## src/rtl/banqi_pkg.sv

```systemverilog
// banqi_pkg: shared Banqi piece encoding, FSM states and the unshuffled setup table.
package banqi_pkg;

    localparam logic COLOR_RED       = 1'b0;
    localparam logic COLOR_BLACK     = 1'b1;
    localparam logic STATE_COVERED   = 1'b0;
    localparam logic STATE_UNCOVERED = 1'b1;

    localparam logic [2:0] PIECE_NONE    = 3'd0;
    localparam logic [2:0] PIECE_PAWN    = 3'd1;
    localparam logic [2:0] PIECE_CANNON  = 3'd2;
    localparam logic [2:0] PIECE_KNIGHT  = 3'd3;
    localparam logic [2:0] PIECE_BISHOP  = 3'd4;
    localparam logic [2:0] PIECE_ROOK    = 3'd5;
    localparam logic [2:0] PIECE_QUEEN   = 3'd6;
    localparam logic [2:0] PIECE_KING    = 3'd7;

    typedef struct packed {
        logic       color;
        logic [2:0] piece;
        logic       state;
    } piece_t;

    typedef enum logic [2:0] {S_IDLE, S_INIT, S_RD, S_EXEC, S_WR_SRC, S_FIN} fsm_t;

    // Squares 0-15 are black, 16-31 red; outer rows are back ranks, inner rows pawn rows.
    function automatic piece_t setup_piece(input logic [4:0] i);
        logic       back;
        logic [2:0] kind;
        back = (i[4:3] == 2'b00) || (i[4:3] == 2'b11);
        case (i[2:0])
            3'd1, 3'd6: kind = back ? PIECE_KNIGHT : PIECE_PAWN;
            3'd2:       kind = back ? PIECE_BISHOP : PIECE_PAWN;
            3'd3:       kind = back ? PIECE_QUEEN  : PIECE_CANNON;
            3'd4:       kind = back ? PIECE_KING   : PIECE_CANNON;
            3'd5:       kind = back ? PIECE_BISHOP : PIECE_QUEEN;
            default:    kind = back ? PIECE_ROOK   : PIECE_PAWN;
        endcase
        return '{color: i[4] ? COLOR_RED : COLOR_BLACK, piece: kind, state: STATE_COVERED};
    endfunction

endpackage

```

## src/rtl/banqi_lfsr5.sv

```systemverilog
// banqi_lfsr5: free-running 5-bit Fibonacci LFSR (x^5+x^3+1); nonzero reset keeps it out of the lock-up state.
module banqi_lfsr5 #(
    parameter logic [4:0] RESET_VAL = 5'h15
) (
    input  logic       i_clk,
    input  logic       i_rst_n,
    output logic [4:0] o_q
);

    logic [4:0] r_q;

    always_ff @(posedge i_clk or negedge i_rst_n) begin
        if (!i_rst_n) r_q <= RESET_VAL;
        else          r_q <= {r_q[3:0], r_q[4] ^ r_q[2]};
    end

    assign o_q = r_q;

endmodule

```

## src/rtl/board_write_sequencer.sv

```systemverilog
// board_write_sequencer: sole owner of the board write port; loads the initial board
// and turns FLIP/MOVE commands into one or two square writes while tracking side-to-move.
module board_write_sequencer
    import banqi_pkg::*;
#(
    parameter bit         SHUFFLE    = 1'b1,
    parameter logic [4:0] LFSR_RESET = 5'h15
) (
    input  logic       CLOCK_50,
    input  logic       resetn,
    input  logic       start_init,
    input  logic       cmd_valid,
    output logic       cmd_ready,
    input  logic       cmd_op,
    input  logic [4:0] cmd_src,
    input  logic [4:0] cmd_dst,
    output logic [4:0] rd_addr,
    input  logic [4:0] rd_piece,
    output logic       wr_en,
    output logic [4:0] wr_addr,
    output logic [4:0] wr_piece,
    output logic       init_busy,
    output logic       turn,
    output logic       done,
    output logic       error
);

    fsm_t       r_state, w_next;
    logic [4:0] r_i, r_seed, r_src, r_dst, r_rd_addr, w_lfsr;
    logic       r_op, r_turn, r_ok;
    piece_t     r_p;
    logic       w_accept, w_flip_ok, w_move_ok;

    banqi_lfsr5 #(.RESET_VAL(LFSR_RESET)) u_lfsr (
        .i_clk  (CLOCK_50),
        .i_rst_n(resetn),
        .o_q    (w_lfsr)
    );

    assign cmd_ready = (r_state == S_IDLE) && !start_init;
    assign w_accept  = cmd_valid && cmd_ready;
    assign w_flip_ok = !r_op && (r_p.state == STATE_COVERED);
    assign w_move_ok = r_op && (r_p.state == STATE_UNCOVERED) && (r_p.piece != PIECE_NONE)
                       && (r_p.color == r_turn) && (r_src != r_dst);
    assign rd_addr   = r_rd_addr;
    assign init_busy = r_state == S_INIT;
    assign turn      = r_turn;
    assign done      = (r_state == S_FIN) && r_ok;
    assign error     = (r_state == S_FIN) && !r_ok;

    // Write strobe is decoded from state so an async reset drops it immediately.
    always_comb begin
        w_next   = r_state;
        wr_en    = 1'b0;
        wr_addr  = 5'd0;
        wr_piece = 5'd0;
        case (r_state)
            S_IDLE:   w_next = start_init ? S_INIT : (w_accept ? S_RD : S_IDLE);
            S_INIT: begin
                wr_en    = 1'b1;
                wr_addr  = r_i ^ r_seed;
                wr_piece = setup_piece(r_i);
                w_next   = (r_i == 5'd31) ? S_IDLE : S_INIT;
            end
            S_RD:     w_next = S_EXEC;
            S_EXEC: begin
                wr_en    = w_flip_ok || w_move_ok;
                wr_addr  = w_flip_ok ? r_src : r_dst;
                wr_piece = w_flip_ok ? {r_p[4:1], STATE_UNCOVERED} : r_p;
                w_next   = w_move_ok ? S_WR_SRC : S_FIN;
            end
            S_WR_SRC: begin
                wr_en   = 1'b1;
                wr_addr = r_src;
                w_next  = S_FIN;
            end
            default:  w_next = S_IDLE;
        endcase
    end

    always_ff @(posedge CLOCK_50 or negedge resetn) begin
        if (!resetn) begin
            r_state   <= S_IDLE;
            r_i       <= 5'd0;
            r_seed    <= 5'd0;
            r_src     <= 5'd0;
            r_dst     <= 5'd0;
            r_rd_addr <= 5'd0;
            r_op      <= 1'b0;
            r_turn    <= COLOR_RED;
            r_ok      <= 1'b0;
            r_p       <= '0;
        end else begin
            r_state <= w_next;
            case (r_state)
                S_IDLE: begin
                    if (start_init) begin
                        r_i    <= 5'd0;
                        r_seed <= SHUFFLE ? w_lfsr : 5'd0;
                    end else if (w_accept) begin
                        r_op      <= cmd_op;
                        r_src     <= cmd_src;
                        r_dst     <= cmd_dst;
                        r_rd_addr <= cmd_src;
                    end
                end
                S_INIT: begin
                    r_i <= r_i + 5'd1;
                    if (r_i == 5'd31) r_turn <= COLOR_RED;
                end
                S_RD:     r_p <= rd_piece;
                S_EXEC: begin
                    r_ok <= w_flip_ok || w_move_ok;
                    if (w_flip_ok) r_turn <= ~r_turn;
                end
                S_WR_SRC: r_turn <= ~r_turn;
                default: ;
            endcase
        end
    end

endmodule

```

## config.mk

```make
export PLATFORM = sky130hd
export DESIGN_NAME = board_write_sequencer
export DESIGN_NICKNAME = d
export VERILOG_FILES = /design/src/rtl/banqi_pkg.sv /design/src/rtl/banqi_lfsr5.sv /design/src/rtl/board_write_sequencer.sv
export SDC_FILE = /design/constraint.sdc
export NUM_CORES = 1
export LEC_CHECK = 0
export ABC_AREA = 1
export BUFFER_PORTS_ARGS = -buffer_cell sky130_fd_sc_hd__buf_2
export CORE_AREA = 4 4 50 85
export DETAILED_ROUTE_END_ITERATION = 6
export DIE_AREA = 0 0 54 89
export GPL_TIMING_DRIVEN = 0
export PLACE_DENSITY = 0.91
export SLEW_MARGIN = 10
export SYNTH_ARGS = -nofsm -noshare
export SYNTH_HDL_FRONTEND = slang
export SYNTH_SLANG_ARGS = --single-unit
```

## constraint.sdc

```tcl
create_clock -name CLOCK_50 -period 3.27 [get_ports CLOCK_50]
set_input_delay 0.654 -clock CLOCK_50 [delete_from_list [all_inputs] [get_ports CLOCK_50]]
set_output_delay 0.654 -clock CLOCK_50 [all_outputs]
set_load 0.01 [all_outputs]
```

==> qor.log <==
INFO  route          drt-wirelength-per-cell=14.0um
INFO  floorplan      fp.dieArea=4810squm
INFO  global_routing grt_max_degree=37
INFO  route          dr.pass1.iters=6
INFO  placed_design  routabilityCongestion=0.868
INFO  clocking       clockRootBuffer=clkbuf_8
INFO  setup_path     worst_setup_path_category=flop to primary output
INFO  floorplan      core_area=3590squm
INFO  cells_and_area antenna_cells_inserted=0
INFO  synthesis      ys_seq_area_frac=0.458
INFO  setup_path     timing.critical_path.mode_cell=nand2_1
INFO  placed_design  detailedPlace.worstSlack=1070ps
INFO  timing         min_period=2600ps
INFO  setup_path     critical_path.startpoint_type=flop
INFO  run            drv.max_cap_violation_count=0
INFO  timing         hold_slack=381ps
INFO  pwr            power_density=971nW/um^2
INFO  clocking       cts_tree=done
INFO  synthesis      mappedNetlistArea=1970squm
INFO  synthesis      post_synth_num_cell_types=32
INFO  synthesis      postSynthCellCount=232
INFO  setup_path     cp-end-kind=primary output
INFO  cells_and_area most_frequent_standard_cell_in_the_layout_excluding_fill_and_tap_cells=nand2_1
INFO  clocking       num_clock_sinks=36
INFO  timing         fmaxAchievable=0.385GHz
INFO  clocking       clock_latency=290ps
INFO  synthesis      syn_nets=259
INFO  floorplan      initial_utilization=0.550
INFO  setup_path     path_cells=inv_1 -> ha_1 -> nand2_1 -> o21ai_0 -> nor2_1 -> inv_1 -> nand2_1 -> nand2_1 -> nand2_1 -> nand2_1 -> buf_2
INFO  cells_and_area layout_common_cells=57 x nand2_1, 41 x buf_2, 33 x dfrtp_1, 26 x inv_1, 20 x nor2_1
INFO  timing         clock_skew=10.4ps
INFO  cells_and_area finalNetCount=306
INFO  setup_path     critical_path.max_stage_delay=430ps
INFO  cells_and_area synthToLayoutAreaGrowth=17.8%
INFO  floorplan      num_io_pins=41
INFO  clocking       numCtsBuffers=5
INFO  synthesis      synth_seq_cells=36
INFO  cells_and_area layout-drive-gt1-share=0.275
INFO  clocking       cts.repair_timing.setup_buffer_count=0
INFO  setup_path     worst-endpoint-required=2620ps
INFO  route          detail_route.iter0.violations=50
INFO  pwr            vdd_ir_drop_max=0.554mV
INFO  global_routing via_count_of_the_first_global_routing_pass=1,773
INFO  setup_path     worst-r2r-setup-slack=1780ps
INFO  route          viasPerCell=5.46
INFO  floorplan      num_rows=29
INFO  floorplan      die-height=89um
INFO  route          dr_total_vias=1,780
INFO  synthesis      yosys_most_used_dff=dfrtp_1
INFO  timing         maxSlewViolCount=0
INFO  timing         timing.setup.tns=0ps
INFO  clocking       clkTransAtPathRegs=70ps
INFO  route          drtAntennaViolNets=0
INFO  route          drt_wl_total=4.58mm
INFO  timing         layout_worst_path_cycle_share=0.794
INFO  timing         tightest_slew=804ps
INFO  synthesis      synth-edff-count=0
INFO  pwr            power_leakage=0.00125uW
INFO  route          drc_errors=0
INFO  placed_design  io_buffers=40
INFO  timing         timing.final.hold_violations=0
INFO  clocking       cts_repair_resize_count=0
INFO  global_routing grt.overflow.total=0
INFO  clocking       clockBufferDepth=2
INFO  global_routing number_of_antenna_violations_at_the_first_check_in_global_routing=0
INFO  timing         rsz0062_at_grt=false
INFO  floorplan      fp.dieW=54um
INFO  synthesis      postSynthAreaPerCell=8.51squm
INFO  synthesis      share_of_async_settable_or_async_resettable_flops_after_synthesis=1.00
INFO  timing         finalWorstSetupSlack=673ps
INFO  placed_design  dp_hpwl=3.43mm
INFO  clocking       cts-hold-fix-buffers=0
INFO  timing         relative_slew_slack=0.464
INFO  global_routing track_usage=0.216
INFO  setup_path     cpMaxStageDelayCell=dfrtp_1
INFO  run_status     outcome=finished, final reports clean
INFO  timing         setup-violations-final=0
INFO  setup_path     critical_path_arrival=1940ps
INFO  pwr            p_total=2260uW
INFO  clocking       cts-htree-levels=2
INFO  setup_path     timing.critical_path.fanout_max=5
INFO  synthesis      yosysWarnings=0
INFO  min_path       hp-class=flop to flop
INFO  global_routing grt_first_pass_wirelength=7.68mm
==> power breakdown <==
| part | leakage (uW) | switching [uW] | internal [uW] |
|---|---|---|---|
| Sequential | 0.000437 | 152 | 590 |
| Combinational | 0.000765 | 725 | 455 |
| Clock | 0.0000445 | 164 | 171 |
| Total | 0.00125 | 1040 | 1220 |
==> flip-flops by register name, indices dropped and copies added, names as in the netlist <==
register	cells
r_state	3
r_i	5
r_op	1
rd_addr	5
r_dst	5
r_seed	5
r_ok	1
turn	1
r_p	5
u_lfsr.o_q	5
==> cell usage after synthesis (2+ instances only) <==
cell	instances	area, sq um
o21ai_0	13	65.1
ha_1	7	87.6
dfstp_2	3	78.8
xnor2_1	6	52.6
nand2_1	57	214
a21oi_2	8	70.1
o22ai_1	3	18.8
xor2_1	3	26.3
nor2_1	20	75.1
nand3_2	2	20.0
o21ai_1	4	20.0
a21o_1	2	15.0
buf_4	2	15.0
inv_2	5	18.8
inv_1	26	97.6
mux2_2	4	45.0
nand3_1	8	40.0
o221ai_1	5	43.8
dfrtp_1	33	826
a21oi_1	9	45.0
==> final cells by class <==
| type | count | area (sq um) |
|---|---|---|
| clock inverters | 1 | 7.51 |
| clock buffers | 7 | 86.3 |
| repair buffers | 40 | 200 |
| multi-input cells | 160 | 925 |
| inverters | 31 | 116 |
| plain buffers | 5 | 28.8 |
| fillers | 309 | 1270 |
| well taps | 46 | 57.6 |
| flip-flops and latches | 36 | 905 |
==> metal layers <==
layer  vias to the layer above  track usage  part of all wire
li1                        853            -                 -
met3                        12       0.0467             0.050
met1                       854        0.234              0.36
met4                         0        0.111             0.024
met5                         -            0                 0
met2                        61        0.382              0.57
==> final timing paths <==
| kind | from | end | depth (start not counted) |
|---|---|---|---|
| setup reg to reg | r_i[1]$_DFFE_PN0P_ | turn$_DFFE_PN0P_ | 8 |
| min in group asynchronous | resetn | rd_addr[3]$_DFFE_PN0P_ | 1 |
| setup / recovery | r_i[0]$_DFFE_PN0P_ | wr_piece[3] | 11 |
| hold reg to reg | u_lfsr.o_q[1]$_DFF_PN0_ | u_lfsr.o_q[2]$_DFF_PN1_ | 0 |
| hold / removal | u_lfsr.o_q[1]$_DFF_PN0_ | u_lfsr.o_q[2]$_DFF_PN1_ | 0 |
| max in group asynchronous | resetn | r_p[2]$_DFFE_PN0P_ | 1 |
==> kinds of logic (layout without fill, tap and decap cells) <==
| logic type | after synthesis | in the layout | share of synthesized area |
|---|---|---|---|
| AND/OR/NAND/NOR | 93 | 93 | 0.205 |
| XOR/XNOR | 9 | 9 | 0.0399 |
| AO/OA/AOI/OAI | 46 | 46 | 0.151 |
| multiplexers | 5 | 5 | 0.0285 |
| buffers and inverters | 36 | 84 | 0.0735 |
| flip-flops | 36 | 36 | 0.458 |
| adder cells (fa/ha/maj) | 7 | 7 | 0.0444 |
==> stage by stage <==
stage               instance area [sq um]  std cells   util
CTS                                  2330        326  0.648
detailed placement                   2230        318  0.621
global route                         2330        326  0.648
global placement                     2230        318  0.621
finish                               2330        326  0.648
floorplan                            1970        232      -
==> critical path, delay by kind of cell (launching register included) <==
family	cells	cell delay, ps
buf+inv	3	340
compound gates	1	120
flops	1	430
fa+ha+maj	1	240
simple gates	6	520
Note: power is estimated with default switching activity, not from simulation.
